`src/rtl/prometheus_fx3_stream_in.sv`:
```
// FX3 slave-FIFO streamIN writer: pushes an incrementing pattern over GPIF while streamIN mode is
// selected, gated by thread-ready (flag A) and watermark (flag B), with PKTEND on mode exit.
module prometheus_fx3_stream_in #(
  parameter int unsigned DATA_WIDTH    = 32,
  parameter int unsigned WM_WR_CYCLES  = 3,
  parameter int unsigned SETTLE_CYCLES = 3
) (
  input  logic                  clk_100,
  input  logic                  rst_n,
  input  logic                  stream_in_mode_selected,
  input  logic                  i_gpif_in_ch0_rdy_d,
  input  logic                  i_gpif_out_ch0_rdy_d,
  output logic                  o_gpif_we_n_stream_in_,
  output logic                  o_gpif_pktend_n_stream_in_,
  output logic [DATA_WIDTH-1:0] o_data_to_fx3,
  output logic                  o_busy
);

  typedef enum logic [2:0] {
    IDLE,
    WAIT_FLAGB,
    WRITE,
    WR_DELAY,
    PKTEND,
    SETTLE
  } state_t;

  localparam logic [3:0] WM_LOAD     = 4'(WM_WR_CYCLES - 1);
  localparam logic [3:0] SETTLE_LOAD = 4'(SETTLE_CYCLES - 1);
  localparam logic [DATA_WIDTH-1:0] DATA_ONE = {{(DATA_WIDTH-1){1'b0}}, 1'b1};

  state_t                state;
  logic [3:0]            wr_delay_cnt;
  logic [3:0]            settle_cnt;
  logic [DATA_WIDTH-1:0] pattern;
  logic                  we_n;
  logic                  pktend_n;

  wire mode  = stream_in_mode_selected;
  wire flag_a = i_gpif_in_ch0_rdy_d;
  wire flag_b = i_gpif_out_ch0_rdy_d;

  always_ff @(posedge clk_100 or negedge rst_n) begin
    if (!rst_n) begin
      state        <= IDLE;
      wr_delay_cnt <= '0;
      settle_cnt   <= '0;
    end else begin
      case (state)
        IDLE: begin
          if (mode && flag_a) state <= WAIT_FLAGB;
        end
        WAIT_FLAGB: begin
          if (!mode)       state <= IDLE;
          else if (flag_b) state <= WRITE;
        end
        WRITE: begin
          // Mode exit wins over a simultaneous watermark so the short packet is always closed.
          if (!mode) begin
            state <= PKTEND;
          end else if (!flag_b) begin
            state        <= WR_DELAY;
            wr_delay_cnt <= WM_LOAD;
          end
        end
        WR_DELAY: begin
          if (wr_delay_cnt == '0) begin
            state      <= SETTLE;
            settle_cnt <= SETTLE_LOAD;
          end else begin
            wr_delay_cnt <= wr_delay_cnt - 4'd1;
          end
        end
        PKTEND: begin
          state      <= SETTLE;
          settle_cnt <= SETTLE_LOAD;
        end
        SETTLE: begin
          if (settle_cnt == '0) state <= IDLE;
          else                  settle_cnt <= settle_cnt - 4'd1;
        end
        default: state <= IDLE;
      endcase
    end
  end

  always_comb begin
    we_n     = 1'b1;
    pktend_n = 1'b1;
    case (state)
      WRITE, WR_DELAY: we_n = 1'b0;
      PKTEND: begin
        we_n     = 1'b0;
        pktend_n = 1'b0;
      end
      default: ;
    endcase
  end

  // Pattern advances after each written word and survives across bursts.
  always_ff @(posedge clk_100 or negedge rst_n) begin
    if (!rst_n)     pattern <= '0;
    else if (!we_n) pattern <= pattern + DATA_ONE;
  end

  assign o_gpif_we_n_stream_in_     = we_n;
  assign o_gpif_pktend_n_stream_in_ = pktend_n;
  assign o_data_to_fx3              = pattern;
  assign o_busy                     = (state != IDLE);

endmodule

```
`config.mk`:
```
export PLATFORM = sky130hd
export DESIGN_NAME = prometheus_fx3_stream_in
export DESIGN_NICKNAME = d
export VERILOG_FILES = /design/src/rtl/prometheus_fx3_stream_in.sv
export SDC_FILE = /design/constraint.sdc
export NUM_CORES = 1
export LEC_CHECK = 0
export ABC_AREA = 1
export BUFFER_PORTS_ARGS = -buffer_cell sky130_fd_sc_hd__clkbuf_2
export CORE_MARGIN = 1.5
export CORE_UTILIZATION = 50
export DETAILED_ROUTE_END_ITERATION = 8
export PLACE_DENSITY_LB_ADDON = 0.15
export RECOVER_POWER = 25
export SLEW_MARGIN = 10
export SYNTH_ARGS = -nofsm -noshare
export SYNTH_HDL_FRONTEND = slang
export SYNTH_SLANG_ARGS = --single-unit
```
`constraint.sdc`:
```
create_clock -name clk_100 -period 1.8 [get_ports clk_100]
set_input_delay 0.18 -clock clk_100 [delete_from_list [all_inputs] [get_ports clk_100]]
set_output_delay 0.18 -clock clk_100 [all_outputs]
set_load 0.05 [all_outputs]
```
======== Word-level counts from Yosys, hierarchy flattened ========
Index checks and enable logic that the tools add are counted.
storage, ports and cells
  bits in registers ....................... 43
  bits of input ports ..................... 5
  word-level logic and storage cells ...... 49
cells by class
  add/subtract/negate cells ............... 3
  equality and inequality tests ........... 14
  multiplexer cells ....................... 17
  reduce and logical (&&, ||, !) cells .... 11
operators with widths
  operator                                                                count
  32-bit by 1-bit adder with 32-bit output (second input constant)        1
  3-bit 2-to-1 mux                                                        7
  4-bit 2-to-1 mux                                                        5
  3-bit one-hot mux with 6 select lines                                   1
  2-bit != test (second input constant)                                   7
  4-bit one-hot mux with 3 select lines                                   1
  4-bit logical NOT                                                       2
  4-bit one-hot mux with 2 select lines                                   1
  4-bit by 1-bit subtractor with 4-bit output (second input constant)     2
  3-bit by 2-bit equality test with 1-bit output (second input constant)  2
  3-bit equality test (second input constant)                             2
  3-bit != test (second input constant)                                   2
  3-bit nonzero test                                                      2
  5-bit AND reduction                                                     1
  4-bit AND reduction                                                     1
  3-bit by 1-bit equality test with 1-bit output (second input constant)  1
  3-bit logical NOT                                                       1
  3-bit AND reduction                                                     1
  3-bit OR reduction                                                      1
  1-bit 2-to-1 mux                                                        2
  2-bit nonzero test                                                      1
  1-bit logical AND                                                       1

======== Logic depth before layout (Yosys ltp) ========
Gate-level depths: netlist of the first run.
  depth after elaboration ................. 3
  mapped depth ............................ 10
  mapped depth without buffers ............ 10

======== Worst setup path before layout of the first run ========
OpenSTA, ideal clock, no wires.
  kind .................................... reg-to-reg
  from .................................... register pattern[0] (netlist: o_data_to_fx3[0])
  to ...................................... register pattern[20] (netlist: o_data_to_fx3[20])
  arrival time ............................ 1615 ps
  setup slack ............................. 42 ps
  cell stages (with the launch flop) ...... 8
  clock period less this slack ............ 1758 ps
  path through ............................ dfrtp_1 -> ha_1 -> nand2_1 -> nor2_1 -> nand3_1 -> nor2_1 -> nand2_1 -> xnor2_1
between the ends
  word-level cells in the longest chain between the ends .. 1
RTL lines
  what                                      RTL line  RTL
  from (decl)                               35        logic [DATA_WIDTH-1:0] pattern;
  from (signal assigned)                    103       else if (!we_n) pattern <= pattern + DATA_ONE;
  32-bit by 1-bit adder with 32-bit output  103
Every way passes these cells.
A chain may end at the register's enable or synchronous reset.

======== Worst setup path after layout of the first run ========
  from .................................... register state[1]
  to ...................................... output port o_gpif_we_n_stream_in_
between the ends
  word-level cells in the longest chain between the ends .. 3
  elaborated cells on any way between the ends .. 5
  classes of those cells .................. eq/ne (3); mux (1); reduce/logical (1)
RTL lines
  what                                                                                   RTL line  RTL
  from (decl)                                                                            32        state_t state;
  from (signal assigned)                                                                 45        state <= IDLE;
  from (signal assigned)                                                                 51        if (mode && flag_a) state <= WAIT_FLAGB;
  from (signal assigned)                                                                 54        if (!mode) state <= IDLE;
  3-bit equality test or 3-bit by 2-bit equality test with 1-bit output (tied branches)  90        case (state)
  3-bit OR reduction (no line) *                                                         n/a
  1-bit 2-to-1 mux *                                                                     90
  to (decl)                                                                              13        output logic o_gpif_we_n_stream_in_,
Mark *: on every way between the ends. The rest lies on a longest branch, timed or not.

==> impl_metrics.prom, run 1 <==
# TYPE chip_impl_metric gauge
chip_impl_metric{name="drtAntennaViolNets",unit=""} 0
chip_impl_metric{name="switching_power",unit="W"} 0.00142
chip_impl_metric{name="finalSetupViolCount",unit=""} 0
chip_impl_info{name="critical_path.cell_chain",value="nor2_4 > nand2_4 > nand2_8 > inv_8 > clkbuf_2"} 1
chip_impl_metric{name="detailedRoute.firstIterationViolations",unit=""} 135
chip_impl_metric{name="fmax",unit="MHz"} 607
chip_impl_info{name="holdPathEnd",value="state[0]"} 1
chip_impl_metric{name="dpl.hpwl",unit="µm"} 3910
chip_impl_metric{name="antenna-diode-count",unit=""} 0
chip_impl_info{name="worst_hold_startpoint",value="i_gpif_out_ch0_rdy_d"} 1
chip_impl_metric{name="nNetsFinal",unit=""} 372
chip_impl_metric{name="layout-area-overhead-vs-synth",unit="%"} 16.5
chip_impl_metric{name="seq_area_frac_synth",unit="%"} 43.5
chip_impl_info{name="worst-setup-path-type",value="reg2out"} 1
chip_impl_metric{name="cpPeakStageDelay",unit="ps"} 480
chip_impl_metric{name="vias_post_dr",unit=""} 2122
chip_impl_metric{name="critPathArrivalTime",unit="ps"} 1470
chip_impl_metric{name="synth.lib_cells_used.distinct",unit=""} 31
chip_impl_metric{name="post_synth_instance_area",unit="mm²"} 0.00247
chip_impl_info{name="crit-reg2reg-capture",value="o_data_to_fx3[20]"} 1
chip_impl_metric{name="critPathMaxFanout",unit=""} 9
chip_impl_metric{name="grt_pass1_wl",unit="µm"} 9010
chip_impl_metric{name="max_slew.worst_pin.slew",unit="ps"} 1130
chip_impl_metric{name="cp_data_required_time",unit="ps"} 1620
chip_impl_metric{name="final_cell_count_without_fillers",unit=""} 431
chip_impl_metric{name="die_width",unit="µm"} 73.4
chip_impl_metric{name="h_tree_lvls",unit=""} 2
chip_impl_info{name="cp-start-kind",value="flop"} 1
chip_impl_metric{name="timing.reg2reg.setup_slack",unit="ps"} 300
chip_impl_metric{name="fin_setup_tns",unit="ps"} 0
chip_impl_metric{name="finClkSkew",unit="ps"} 9.07
chip_impl_metric{name="final_area",unit="mm²"} 0.00288
chip_impl_metric{name="cap_violations",unit=""} 0
chip_impl_metric{name="floorplan.die_area",unit="mm²"} 0.00538
chip_impl_metric{name="power_density",unit="mW/mm²"} 1140
chip_impl_metric{name="placementRows",unit=""} 25
chip_impl_metric{name="die_h",unit="µm"} 73.4
chip_impl_metric{name="path_clk_slew",unit="ps"} 80
chip_impl_metric{name="clock-sinks",unit=""} 43
chip_impl_metric{name="slew_headroom",unit="%"} 24.6
chip_impl_info{name="cts_root_buffer",value="sky130_fd_sc_hd__clkbuf_8"} 1
chip_impl_metric{name="drt_wl_total",unit="µm"} 5070
chip_impl_metric{name="pwr-share-clk",unit="%"} 20.5
chip_impl_metric{name="internal-power",unit="W"} 0.00187
chip_impl_metric{name="dr.pass1.iters",unit=""} 4
chip_impl_metric{name="p_leak",unit="nW"} 1.46
chip_impl_metric{name="globalRouteTotalUtil",unit="%"} 21.7
chip_impl_metric{name="vias_per_cell",unit=""} 4.92
chip_impl_metric{name="worst-r2r-cell-count",unit=""} 7
chip_impl_metric{name="antenna_found_initial",unit=""} 0
chip_impl_metric{name="synth_nets",unit=""} 324
chip_impl_metric{name="max-clock-path-buffers",unit=""} 2
chip_impl_metric{name="gpl.final_weighted_congestion",unit=""} 0.851
chip_impl_metric{name="seq_power_share",unit="%"} 39.0
chip_impl_metric{name="hold_viol",unit=""} 0
chip_impl_info{name="worstReg2RegStart",value="o_data_to_fx3[0]"} 1
chip_impl_metric{name="maxSlewViolCount",unit=""} 0
chip_impl_metric{name="port_buffers",unit=""} 39
chip_impl_metric{name="cts_made_buffers",unit=""} 5
chip_impl_metric{name="ys_warn_count",unit=""} 0
chip_impl_info{name="most_common_library_cell_in_the_layout_ignoring_fill_and_taps",value="sky130_fd_sc_hd__nand2_1"} 1
chip_impl_metric{name="timing.final.crit_period",unit="ps"} 1650
chip_impl_info{name="outcome",value="finished clean"} 1
chip_impl_metric{name="yosys_register_bits",unit=""} 43
chip_impl_metric{name="grt_pass1_vias",unit=""} 2011
chip_impl_info{name="hp-class",value="in2reg"} 1
chip_impl_metric{name="pin_count",unit=""} 40
chip_impl_metric{name="global_route.overflow_total",unit=""} 0
chip_impl_metric{name="netSwitchingFraction",unit="%"} 43.3
chip_impl_metric{name="post-route-period-util",unit="%"} 91.6
chip_impl_metric{name="vdd.ir_drop.worst",unit="mV"} 0.747
chip_impl_metric{name="initial_core_util",unit="%"} 52.1
chip_impl_metric{name="floorplan.core_area",unit="mm²"} 0.00475
chip_impl_metric{name="post_dp_cell_area",unit="mm²"} 0.00277
chip_impl_metric{name="synthCells",unit=""} 315
chip_impl_metric{name="grt_max_degree",unit=""} 25
chip_impl_metric{name="synth.avg_cell_area",unit="µm²"} 7.86
chip_impl_metric{name="placement.setup.worst_slack",unit="ps"} 301
chip_impl_info{name="layout.cells.most_common_list",value="86 x sky130_fd_sc_hd__nand2_1, 43 x sky130_fd_sc_hd__dfrtp_1, 41 x sky130_fd_sc_hd__inv_1"} 1
chip_impl_metric{name="routed_wire_length_per_instance",unit="µm"} 11.8
chip_impl_metric{name="holdPathStages",unit=""} 4
chip_impl_metric{name="insertion_delay",unit="ps"} 300
chip_impl_metric{name="comb_power_share",unit="%"} 40.6
chip_impl_info{name="cts_tree",value="built"} 1
chip_impl_metric{name="post_route_cells_drive_above_1_share",unit="%"} 18.4
chip_impl_info{name="category_of_the_worst_setup_path_capture_point",value="output port"} 1
chip_impl_metric{name="final.setup.worst_slack",unit="ps"} 152
chip_impl_info{name="rsz0062_at_grt",value="false"} 1
chip_impl_metric{name="dpl.cell_count",unit=""} 422
chip_impl_info{name="crit_slowest_cell",value="sky130_fd_sc_hd__dfrtp_1"} 1
chip_impl_metric{name="drc_violation_count_after_routing",unit=""} 0
chip_impl_metric{name="fillers",unit=""} 462
critical path, delay by kind of cell (launching register included):
| kind | cells | cell delay [ps] |
|---|---|---|
| buffers and inverters | 2 | 410 |
| AND/OR/NAND/NOR | 3 | 280 |
| flip-flops | 1 | 480 |
state kept, by name, indices dropped and copies added (netlist names):
register       flops
wr_delay_cnt       4
state              3
o_data_to_fx3     32
settle_cnt         4
logic make-up after synthesis:
logic type,share of synthesized area (%)
flops,43.5
buf+inv,6.98
fa+ha+maj,2.02
compound gates,4.35
simple gates,35.4
xor+xnor,7.79
timing repair:
action	CTS	global route
hold buffers	1	0
resized for setup	0	0
endpoints found under the hold margin	19	0
buffers inserted	0	0
synthesized netlist by cell type:
library cell	count	area share [%]
sky130_fd_sc_hd__nand2_4	2	0.91
sky130_fd_sc_hd__nand3_2	1	0.40
sky130_fd_sc_hd__nor3_2	2	0.81
sky130_fd_sc_hd__o31ai_1	2	0.61
sky130_fd_sc_hd__xnor2_1	13	4.6
sky130_fd_sc_hd__ha_1	4	2.0
sky130_fd_sc_hd__nand3_1	22	4.4
sky130_fd_sc_hd__xor2_1	9	3.2
sky130_fd_sc_hd__inv_2	2	0.30
sky130_fd_sc_hd__nor2b_1	1	0.25
sky130_fd_sc_hd__nand3b_1	1	0.30
sky130_fd_sc_hd__o22ai_1	2	0.51
sky130_fd_sc_hd__nand2b_1	1	0.25
sky130_fd_sc_hd__nor2_1	39	5.9
sky130_fd_sc_hd__nand2_2	3	0.76
sky130_fd_sc_hd__o21ai_1	2	0.40
sky130_fd_sc_hd__nand4_1	13	3.3
sky130_fd_sc_hd__nor3_1	5	1.0
sky130_fd_sc_hd__a21oi_4	1	0.66
sky130_fd_sc_hd__o21a_1	1	0.30
sky130_fd_sc_hd__nor2_4	3	1.4
sky130_fd_sc_hd__nor2_8	1	0.81
sky130_fd_sc_hd__nand2_8	1	0.81
sky130_fd_sc_hd__a31oi_1	1	0.25
sky130_fd_sc_hd__nor2_2	4	1.0
sky130_fd_sc_hd__inv_1	41	6.2
sky130_fd_sc_hd__nand2_1	86	13
sky130_fd_sc_hd__o21ai_0	1	0.20
sky130_fd_sc_hd__a21oi_1	7	1.4
sky130_fd_sc_hd__inv_8	1	0.45
sky130_fd_sc_hd__dfrtp_1	43	43
metrics by stage:
step | hold slack (ps) | total power [W] | utilization (%)
2_1_floorplan | -116 | 0.00236 | -
3_3_place_gp | 180 | 0.00262 | 58.3
3_5_place_dp | 185 | 0.00265 | 58.3
4_1_cts | 206 | 0.00332 | 60.7
5_1_grt | 286 | 0.00351 | 60.6
6_report | 206 | 0.00329 | 60.6
worst max-delay path by stage:
stage | from | endpoint | slack, ps | depth (start not counted)
after detailed placement | o_data_to_fx3[0] | o_data_to_fx3[20] | 300 | 7
after global placement | o_data_to_fx3[0] | o_data_to_fx3[20] | 350 | 7
after CTS | state[1] | o_gpif_we_n_stream_in_ | 150 | 5
after floorplan | o_data_to_fx3[0] | o_data_to_fx3[20] | 40 | 7
after global routing | state[0] | o_gpif_we_n_stream_in_ | 80 | 5
final | state[1] | o_gpif_we_n_stream_in_ | 150 | 5
power by group through the flow:
stage | Clock [W] | Sequential [W] | Combinational (W)
after floorplan | 0 | 0.00147 | 0.000887
after global placement | 0 | 0.00130 | 0.00132
after detailed placement | 0 | 0.00130 | 0.00134
after CTS | 0.000689 | 0.00128 | 0.00135
after global routing | 0.000727 | 0.00131 | 0.00147
final | 0.000674 | 0.00128 | 0.00134
layer usage:
layer  track usage, %  wire (µm)  vias to the layer above
met5                0          0                        -
met1             31.8       2560                      980
met3             4.66        223                        4
met4             5.76         48                        0
met2             32.4       2240                       43
li1                 -          -                     1095
area by class of cell:
type | count | area (µm²) | share of cell area, %
clock buffer | 8 | 100 | 3.47
inverter | 44 | 173 | 5.99
sequential | 43 | 1080 | 37.3
tap | 67 | 83.8 | 2.91
timing repair buffer | 41 | 224 | 7.77
multi-input combinational | 228 | 1230 | 42.5
Power figures use the tool's default switching activity.
==> run 2, diff against run 1 <==
CORE_ASPECT_RATIO = 2   (was not set)
==> impl_metrics.prom, run 2 (synthesized netlist as in run 1, its figures left out) <==
# TYPE chip_impl_metric gauge
chip_impl_info{name="outcome",value="finished clean"} 1
chip_impl_metric{name="critPathMaxFanout",unit=""} 9
chip_impl_metric{name="vdd.ir_drop.worst",unit="mV"} 0.759
chip_impl_metric{name="internal-power",unit="W"} 0.00179
chip_impl_metric{name="floorplan.core_area",unit="mm²"} 0.00482
chip_impl_metric{name="dr.pass1.iters",unit=""} 4
chip_impl_metric{name="critPathArrivalTime",unit="ps"} 1490
chip_impl_metric{name="post_cts.resized_instances",unit=""} 0
chip_impl_metric{name="cap_violations",unit=""} 0
chip_impl_metric{name="cts_made_buffers",unit=""} 5
chip_impl_metric{name="routed_wire_length_per_instance",unit="µm"} 13.7
chip_impl_metric{name="antenna_found_initial",unit=""} 0
chip_impl_metric{name="layout-area-overhead-vs-synth",unit="%"} 14.8
chip_impl_metric{name="finalSetupViolCount",unit=""} 0
chip_impl_metric{name="hold_viol",unit=""} 0
chip_impl_metric{name="max-clock-path-buffers",unit=""} 2
chip_impl_metric{name="max_slew.worst_pin.slew",unit="ps"} 1070
chip_impl_metric{name="holdPathStages",unit=""} 4
chip_impl_metric{name="grt_max_degree",unit=""} 44
chip_impl_info{name="holdPathEnd",value="state[0]"} 1
chip_impl_metric{name="seq_power_share",unit="%"} 39.8
chip_impl_metric{name="gpl.final_weighted_congestion",unit=""} 0.794
chip_impl_metric{name="post_dp_cell_area",unit="mm²"} 0.00275
chip_impl_metric{name="vias_post_dr",unit=""} 2192
chip_impl_metric{name="post-route-period-util",unit="%"} 93.0
chip_impl_metric{name="placementRows",unit=""} 36
chip_impl_info{name="cp-start-kind",value="flop"} 1
chip_impl_metric{name="detailedRoute.firstIterationViolations",unit=""} 41
chip_impl_metric{name="floorplan.die_area",unit="mm²"} 0.00541
chip_impl_metric{name="drt_wl_total",unit="µm"} 5780
chip_impl_metric{name="drc_violation_count_after_routing",unit=""} 0
chip_impl_metric{name="switching_power",unit="W"} 0.00145
chip_impl_metric{name="netSwitchingFraction",unit="%"} 44.8
chip_impl_metric{name="final.setup.worst_slack",unit="ps"} 126
chip_impl_metric{name="final_area",unit="mm²"} 0.00284
chip_impl_metric{name="dpl.hpwl",unit="µm"} 4520
chip_impl_metric{name="pin_count",unit=""} 40
chip_impl_metric{name="clock-sinks",unit=""} 43
chip_impl_metric{name="h_tree_lvls",unit=""} 2
chip_impl_metric{name="number_of_flip_flops_in_the_largest_register",unit=""} 32
chip_impl_metric{name="pwr-share-clk",unit="%"} 18.7
chip_impl_metric{name="global_route.overflow_total",unit=""} 0
chip_impl_metric{name="insertion_delay",unit="ps"} 300
chip_impl_metric{name="power_density",unit="mW/mm²"} 1140
chip_impl_metric{name="slew_headroom",unit="%"} 29.0
chip_impl_info{name="rsz0062_at_grt",value="false"} 1
chip_impl_metric{name="post_route_cells_drive_above_1_share",unit="%"} 18.7
chip_impl_metric{name="timing.final.crit_period",unit="ps"} 1670
chip_impl_info{name="category_of_the_worst_setup_path_capture_point",value="output port"} 1
chip_impl_metric{name="finClkSkew",unit="ps"} 9.50
chip_impl_info{name="cts_root_buffer",value="sky130_fd_sc_hd__clkbuf_8"} 1
chip_impl_metric{name="timing.reg2reg.setup_slack",unit="ps"} 190
chip_impl_metric{name="worst-r2r-cell-count",unit=""} 8
chip_impl_info{name="worstReg2RegStart",value="o_data_to_fx3[0]"} 1
chip_impl_info{name="crit-reg2reg-capture",value="o_data_to_fx3[28]"} 1
chip_impl_metric{name="die_h",unit="µm"} 102
chip_impl_metric{name="port_buffers",unit=""} 39
chip_impl_metric{name="fin_setup_tns",unit="ps"} 0
chip_impl_metric{name="initial_core_util",unit="%"} 51.3
chip_impl_metric{name="globalRouteTotalUtil",unit="%"} 23.4
chip_impl_info{name="most_common_library_cell_in_the_layout_ignoring_fill_and_taps",value="sky130_fd_sc_hd__nand2_1"} 1
chip_impl_metric{name="comb_power_share",unit="%"} 41.5
chip_impl_metric{name="vias_per_cell",unit=""} 5.21
chip_impl_metric{name="placement.setup.worst_slack",unit="ps"} 186
chip_impl_metric{name="fmax",unit="MHz"} 597
chip_impl_metric{name="fillers",unit=""} 470
chip_impl_info{name="worst-setup-path-type",value="reg2out"} 1
chip_impl_metric{name="path_clk_slew",unit="ps"} 80
chip_impl_info{name="worst_hold_startpoint",value="i_gpif_out_ch0_rdy_d"} 1
chip_impl_metric{name="p_leak",unit="nW"} 1.44
chip_impl_metric{name="grt_pass1_wl",unit="µm"} 9120
chip_impl_metric{name="nNetsFinal",unit=""} 372
chip_impl_metric{name="die_width",unit="µm"} 52.8
chip_impl_metric{name="maxSlewViolCount",unit=""} 0
chip_impl_metric{name="drtAntennaViolNets",unit=""} 0
chip_impl_metric{name="cp_data_required_time",unit="ps"} 1620
chip_impl_metric{name="grt_pass1_vias",unit=""} 2063
chip_impl_info{name="layout.cells.most_common_list",value="86 x sky130_fd_sc_hd__nand2_1, 43 x sky130_fd_sc_hd__dfrtp_1, 41 x sky130_fd_sc_hd__inv_1"} 1
chip_impl_info{name="cts_tree",value="built"} 1
chip_impl_info{name="hp-class",value="in2reg"} 1
chip_impl_metric{name="antenna-diode-count",unit=""} 0
-- run 2: cell types whose count changed in the layout (fill, tap and decap cells not counted), sizes merged --
cell,change
clkinvlp,+1
clkinv,+1
clkbuf,-1
buf,-1
-- run 2: worst max-delay path, stage by stage (launching register included) --
cell and delay, ps:
sky130_fd_sc_hd__dfrtp_1 450, sky130_fd_sc_hd__inv_2 100, sky130_fd_sc_hd__nand2_4 130, sky130_fd_sc_hd__nand2_8 100, sky130_fd_sc_hd__inv_8 120, sky130_fd_sc_hd__clkbuf_2 290
-- run 2: power groups by stage --
stage / logic [W] / registers (W) / clock network (W)
after floorplan: 0.000887 / 0.00147 / 0
after global placement: 0.00134 / 0.00130 / 0
after detailed placement: 0.00136 / 0.00131 / 0
after CTS: 0.00137 / 0.00129 / 0.000622
after global routing: 0.00148 / 0.00131 / 0.000658
final: 0.00134 / 0.00129 / 0.000606
-- run 2: repair_timing --
action,4_1_cts,5_1_grt
buffers inserted,0,0
hold buffers,1,0
endpoints found under the hold margin,43,0
-- run 2: cell type report --
type                       count  area, µm²  share of cell area, %
clock buffer                   6       72.6                   2.55
clock inverter                 2       12.5                  0.440
inverter                      44        173                   6.08
multi-input combinational    228       1230                   43.2
sequential                    43       1080                   37.9
tap                           57       71.3                   2.51
timing repair buffer          41        210                   7.40
-- run 2: worst max path at each step --
stage | start | to | slack, ps
finish | state[2] | o_gpif_we_n_stream_in_ | 130
global route | state[2] | o_gpif_we_n_stream_in_ | 50
floorplan | o_data_to_fx3[0] | o_data_to_fx3[20] | 40
CTS | state[2] | o_gpif_we_n_stream_in_ | 110
global placement | o_data_to_fx3[0] | o_data_to_fx3[20] | 200
detailed placement | o_data_to_fx3[0] | o_data_to_fx3[28] | 190
-- run 2: layer usage --
layer | global-route usage (%) | share of wire (%) | up-vias | wire [µm]
met1 | 22.6 | 36 | 1021 | 2080
met3 | 3.77 | 3.3 | 21 | 190
li1 | - | - | 1091 | -
met2 | 43.7 | 56 | 59 | 3240
met5 | 0 | 0 | - | 0
met4 | 14.8 | 4.6 | 0 | 266
-- run 2: metrics by stage --
| stage | power, W | utilization (%) | hold slack [ps] | instances |
|---|---|---|---|---|
| floorplan | 0.00236 | - | -116 | 315 |
| global placement | 0.00264 | 57.0 | 298 | 412 |
| detailed placement | 0.00267 | 57.0 | 292 | 412 |
| CTS | 0.00328 | 59.0 | 221 | 421 |
| global route | 0.00345 | 59.0 | 230 | 421 |
| finish | 0.00324 | 59.0 | 221 | 421 |
